`src/rtl/port_queue_reader.sv`:
```
// ---------------------------------------------------------------------------
// port_queue_reader
//   Per-port egress queue reader. Keeps a packet count and a ring of packet
//   lengths (in beats) for each of 8 priority queues, reports per-queue empty
//   flags to the dispatcher, streams the head packet of the queue chosen by
//   rd_prior downstream, and pulses update once per packet served.
//
// Ports
//   clk, rst_n            clock, asynchronous active-low reset
//   wr_pkt_valid/prior/len  packet-written notification (len 0 counts as 1)
//   wr_drop               one-cycle pulse after an enqueue to a full queue
//   queue_empty[7:0]      registered per-queue empty flags
//   rd_prior[3:0]         dispatcher selection, 8..15 = no selection
//   update                one-cycle pulse when a packet has been fully served
//   out_valid/out_queue/out_last/out_ready  downstream beat handshake
//   drop_cnt[7:0][15:0]   saturating per-queue drop counters (optional)
//
// Build option
//   PORT_RD_DROP_CNT_EN   when defined, adds the drop_cnt output and counters.
//
// FSM: IDLE -> LOAD -> SEND -> DONE -> GAP -> IDLE
// ---------------------------------------------------------------------------
module port_queue_reader #(
   parameter int PKT_DEPTH = 32,
   parameter int LEN_W     = 6,
   parameter int CNT_W     = 6
) (
   input  logic             clk,
   input  logic             rst_n,
   input  logic             wr_pkt_valid,
   input  logic [2:0]       wr_pkt_prior,
   input  logic [LEN_W-1:0] wr_pkt_len,
   output logic             wr_drop,
   output logic [7:0]       queue_empty,
   input  logic [3:0]       rd_prior,
   output logic             update,
   output logic             out_valid,
   output logic [2:0]       out_queue,
   output logic             out_last,
   input  logic             out_ready
`ifdef PORT_RD_DROP_CNT_EN
   ,
   output logic [7:0][15:0] drop_cnt
`endif
);

   localparam int PW = $clog2(PKT_DEPTH);
   localparam logic [CNT_W-1:0] DEPTH = CNT_W'(PKT_DEPTH);

   localparam logic [2:0] S_IDLE = 3'd0;
   localparam logic [2:0] S_LOAD = 3'd1;
   localparam logic [2:0] S_SEND = 3'd2;
   localparam logic [2:0] S_DONE = 3'd3;
   localparam logic [2:0] S_GAP  = 3'd4;

   logic [2:0]       state;
   logic [2:0]       cur_q;
   logic [LEN_W-1:0] beat_left;
   logic [CNT_W-1:0] count  [8];
   logic [PW-1:0]    wr_ptr [8];
   logic [PW-1:0]    rd_ptr [8];
   logic [LEN_W-1:0] ring   [8][PKT_DEPTH];

   logic             enq_ok;
   logic             deq;
   logic [LEN_W-1:0] head_len;

   assign enq_ok   = wr_pkt_valid && (count[wr_pkt_prior] < DEPTH);
   assign deq      = (state == S_DONE);
   assign head_len = ring[cur_q][rd_ptr[cur_q]];

   // Length storage carries no reset: only pointers/counts define validity.
   always_ff @(posedge clk) begin
      if (enq_ok)
         ring[wr_pkt_prior][wr_ptr[wr_pkt_prior]] <= wr_pkt_len;
   end

   // Per-queue bookkeeping. Simultaneous enqueue and dequeue on one queue
   // moves both pointers but leaves the count alone.
   always_ff @(posedge clk or negedge rst_n) begin
      if (!rst_n) begin
         for (int q = 0; q < 8; q++) begin
            count[q]  <= '0;
            wr_ptr[q] <= '0;
            rd_ptr[q] <= '0;
         end
         queue_empty <= 8'hFF;
         wr_drop     <= 1'b0;
      end else begin
         for (int q = 0; q < 8; q++) begin
            if (enq_ok && wr_pkt_prior == 3'(q))
               wr_ptr[q] <= wr_ptr[q] + PW'(1);
            if (deq && cur_q == 3'(q))
               rd_ptr[q] <= rd_ptr[q] + PW'(1);
            if ((enq_ok && wr_pkt_prior == 3'(q)) && !(deq && cur_q == 3'(q)))
               count[q] <= count[q] + CNT_W'(1);
            else if (!(enq_ok && wr_pkt_prior == 3'(q)) && (deq && cur_q == 3'(q)))
               count[q] <= count[q] - CNT_W'(1);
            // Registered from the current count, so it trails the count by a cycle.
            queue_empty[q] <= (count[q] == '0);
         end
         wr_drop <= wr_pkt_valid && !enq_ok;
      end
   end

   // Serving FSM
   always_ff @(posedge clk or negedge rst_n) begin
      if (!rst_n) begin
         state <= S_IDLE;
         cur_q <= 3'd0;
      end else begin
         case (state)
            S_IDLE: begin
               if (!rd_prior[3] && count[rd_prior[2:0]] != '0) begin
                  cur_q <= rd_prior[2:0];
                  state <= S_LOAD;
               end
            end
            S_LOAD:  state <= S_SEND;
            S_SEND: begin
               if (out_ready && beat_left == LEN_W'(1))
                  state <= S_DONE;
            end
            S_DONE:  state <= S_GAP;
            S_GAP:   state <= S_IDLE;
            default: state <= S_IDLE;
         endcase
      end
   end

   // Beat counter; a stored length of 0 is served as a single beat.
   always_ff @(posedge clk) begin
      if (state == S_LOAD)
         beat_left <= (head_len == '0) ? LEN_W'(1) : head_len;
      else if (state == S_SEND && out_ready)
         beat_left <= beat_left - LEN_W'(1);
   end

   assign out_valid = (state == S_SEND);
   assign out_queue = cur_q;
   assign out_last  = out_valid && (beat_left == LEN_W'(1));
   assign update    = (state == S_DONE);

`ifdef PORT_RD_DROP_CNT_EN
   always_ff @(posedge clk or negedge rst_n) begin
      if (!rst_n) begin
         drop_cnt <= '0;
      end else if (wr_pkt_valid && !enq_ok && drop_cnt[wr_pkt_prior] != 16'hFFFF) begin
         drop_cnt[wr_pkt_prior] <= drop_cnt[wr_pkt_prior] + 16'd1;
      end
   end
`endif

endmodule
```
`config.mk`:
```
export PLATFORM = sky130hd
export DESIGN_NAME = port_queue_reader
export DESIGN_NICKNAME = d
export VERILOG_FILES = /design/src/rtl/port_queue_reader.sv
export SDC_FILE = /design/constraint.sdc
export NUM_CORES = 2
export LEC_CHECK = 0
export BUFFER_PORTS_ARGS = -buffer_cell sky130_fd_sc_hd__buf_4
export CAP_MARGIN = 20
export CORE_UTILIZATION = 60
export DETAILED_ROUTE_END_ITERATION = 8
export PLACE_DENSITY = 0.72
export SLEW_MARGIN = 30
export SYNTH_ARGS = -nofsm -noshare
export SYNTH_HDL_FRONTEND = slang
export SYNTH_SLANG_ARGS = --single-unit
export TNS_END_PERCENT = 50
```
`constraint.sdc`:
```
create_clock -name clk -period 4.61 [get_ports clk]
set_input_delay 0.6915 -clock clk [delete_from_list [all_inputs] [get_ports clk]]
set_output_delay 0.6915 -clock clk [all_outputs]
set_load 0.005 [all_outputs]
```
==> metrics list <==
- The completed layout was analyzed and its total power is 44500 uW.
* Post-layout util: 67.4%
- In this run, synthesis inferred 1542 flip-flops with an integrated enable.
- Die outline area: 116000 um^2
- Class of the tightest hold or removal check: in -> async
- Die extent in y: 340 um
* Leakage power summed over all cells: 0.0247 uW
* Cell with the most instances after synthesis: edfxtp_1
- Number of setup violations in the final report: 0
* Synthesized netlist net count: 3760
* Global placer's final weighted congestion: 0.882
* Port Buffer Count: 31
- For this run, design rule violations remaining after detail routing come to 0.
* Proportion of layout cells with a drive suffix above 1: 21.8%
- Setup repair after global routing left no endpoint under its margin.
- Synthesis produced a netlist whose cell count is 3676.
* Outcome: finished with violations
* Total clock buffers created by CTS: 166
- The number of global-route vias before repair came to 37167.
- Among cell families on the critical path, the largest total delay comes from compound AO/OA/AOI/OAI gates.
* Max_cap viols: 0
- Leftover overflow at the end of global routing: 0
* Endpoint required time on the critical path: 5200 ps
- After synthesis, the most frequently instantiated cells are edfxtp_1 (1542), mux4_2 (404), nor2_1 (332).
- The count of nets left with antenna violations once routing finished came out at 0.
* Hold violation count in the final report: 3
* Antenna violations before repair: 4
- Overall routing resource usage: 29.9%
- Library cell with the largest summed area after synthesis: edfxtp_1
- Post-CTS repair changed the size of 0 cells.
- Walking the worst path, the cells encountered are buf_4 > mux4_2 > and2_1 > a22oi_1 > mux2_2 > a211oi_1 > o41ai_1 > a311oi_1 > a2111o_1 > o32ai_1.
- From synthesis to final layout, the design area changed by 11.0%.
- After routing the design area is 76000 um^2.
- Std cell rows: 123
* Synthesis warning total: 0
- Clock latency on the worst-skew pair, taken at its later pin, is 780 ps.
- Maximum count of clock buffers along a single path: 3
- The critical path is of the reg -> reg type.
* Layout net count: 3867
- The core region is 113000 um^2.
* Clock-pin slew of the registers on the worst-case setup and hold paths: 60 ps
* Overall via count from detail_route: 36587
- In this design, the stage delay of the slowest critical-path cell is 720 ps.
* Portion of the post-synthesis area used by sequential elements: 72.8%
- The final reports fail on negative hold slack.
* CP endpoint kind: flip-flop
- Count of state elements after synthesis: 1685
- The first routing iteration left 4719 violations.
* # Post-CTS Setup Buffers: 0
* Summed negative setup slack over all endpoints: 0 ps
* Share of the cycle needed by the critical path after routing: 95.3%
- The worst setup path is launched from a flip-flop.
* Clock H-tree levels: 4
- After synthesis, the largest area contributor takes up 67.6% of total cell area.
* Slowest cell on the critical path: mux4_2
- Total Wirelength: 170000 um
* Initial Utilization: 60.7%
* Async set or reset register ratio after synthesis: 8.49%
- Entering global routing, the biggest net connects 134 pins.
* Synth top area cells: edfxtp_1 (68%), mux4_2 (13%), dfrtp_1 (4.9%)
- Placed wire-length estimate: 102000 um
* Maximum vdd drop: 0.527 mV
- The first detailed-routing pass ran for 8 iterations.
- Max Freq: 228 MHz
- Routed via count divided by cell count: 6.75
* Worst-margin pin slew: 1010 ps
* Master cell of the clock root buffer: clkbuf_16
* Post-detailed-route wirelength per cell: 31.3 um
* Arr. time, crit path: 4980 ps
- Num ports: 32
- TritonCTS built the clock tree.
- Relative slew slack: 32.6%
- In this run the cell area of the synthesized design comes to 68500 um^2.
* Cell variety after synth: 75
- The first global-routing pass estimated 251000 um of wire.
- Counting both buffers and inverters, the worst setup path holds a total of 1.
* DP Area: 70700 um^2
- Final number of max-transition violations: 0
- Chip Width: 340 um
- Maximum fanout count along the critical path: 22
- Average size of a mapped cell: 18.6 um^2
- In this run, post-CTS hold repair placed 0 buffers.
- The tree built by TritonCTS fans out to 1685 sinks.
* Most used flip-flop cell after synthesis: edfxtp_1
- Power per Cell Area: 585 nW/um^2
- Across all hold checks on the routed design, the worst slack comes to -9.49 ps.
- The routed design could run at a clock period as short as 4390 ps.
- On the final layout, the worst clock skew is 29.0 ps.
[worst register-to-register path: stages, from the launching register on]
cell and delay, ps:
dfrtp_4 670, buf_4 490, mux4_2 720, and2_1 430
a22oi_1 510, mux2_2 250, a211oi_1 70, o41ai_1 300
a311oi_1 160, a2111o_1 360, o32ai_1 260
[stage by stage]
step	std cells	setup slack (ps)
floorplan	3676	454
global placement	5112	339
detailed placement	5112	316
CTS	5413	309
global route	5416	49.5
finish	5418	217
[state kept, by name (all words and copies together), names as in the netlist]
name / cells
ring: 1536
count: 48
wr_drop: 1
queue_empty: 8
out_queue: 3
wr_ptr: 40
rd_ptr: 40
beat_left: 6
state: 3
[routing by layer]
layer / wire length [um] / up-vias / part of all wire (%) / global-route usage [%]
li1: - / 14916 / - / -
met1: 64300 / 19152 / 38 / 42.2
met2: 82000 / 2133 / 48 / 47.0
met3: 16700 / 380 / 9.8 / 5.71
met4: 6600 / 6 / 3.9 / 11.4
met5: 41 / - / 0.024 / 0
[placed cells by master (no fill, tap or decap), types with 53 or more instances in the layout]
cell type	n
buf_4	103
clkbuf_16	169
dfrtp_1	132
edfxtp_1	1542
ha_1	59
mux2_2	53
mux2i_1	85
mux4_2	403
nand2_1	270
nand3_1	68
nor2_1	331
xnor2_1	81
[where the power goes]
group | leakage, uW | internal (uW) | total (uW) | switching (uW)
registers | 0.0157 | 17100 | 17600 | 526
logic | 0.00649 | 5650 | 13900 | 8230
clock network | 0.00255 | 7260 | 13000 | 5730
[kinds of logic after synthesis]
kind of cell | Yosys count | share of synthesized area (%)
buf+inv | 234 | 1.62
simple gates | 801 | 5.02
xor+xnor | 116 | 1.48
flops | 1685 | 72.8
fa+ha+maj | 67 | 1.31
mux | 543 | 15.4
compound gates | 230 | 2.32
[worst paths after layout]
kind                         startpoint              to  slack [ps]  cells past startpoint
hold reg to reg              wr_ptr[14]      wr_ptr[14]         470                      1
setup / recovery           out_queue[0]    beat_left[0]         220                     10
min in group clk            rd_prior[2]    out_queue[2]         160                      3
setup reg to reg           out_queue[0]    beat_left[0]         220                     10
max in group asynchronous         rst_n  queue_empty[4]        3740                      2
hold / removal                    rst_n       count[22]          -9                      1
[area by class of cell]
type                       instances  area, um^2
antenna                            2        5.00
inverter                          40         150
multi-input combinational       1757       17600
tap                             1500        1880
timing repair buffer             133        1330
clock buffer                     214        4460
fill                            7051       36800
sequential                      1685       49900
clock inverter                    87         748
No activity file was read; power rests on OpenSTA's default activity.
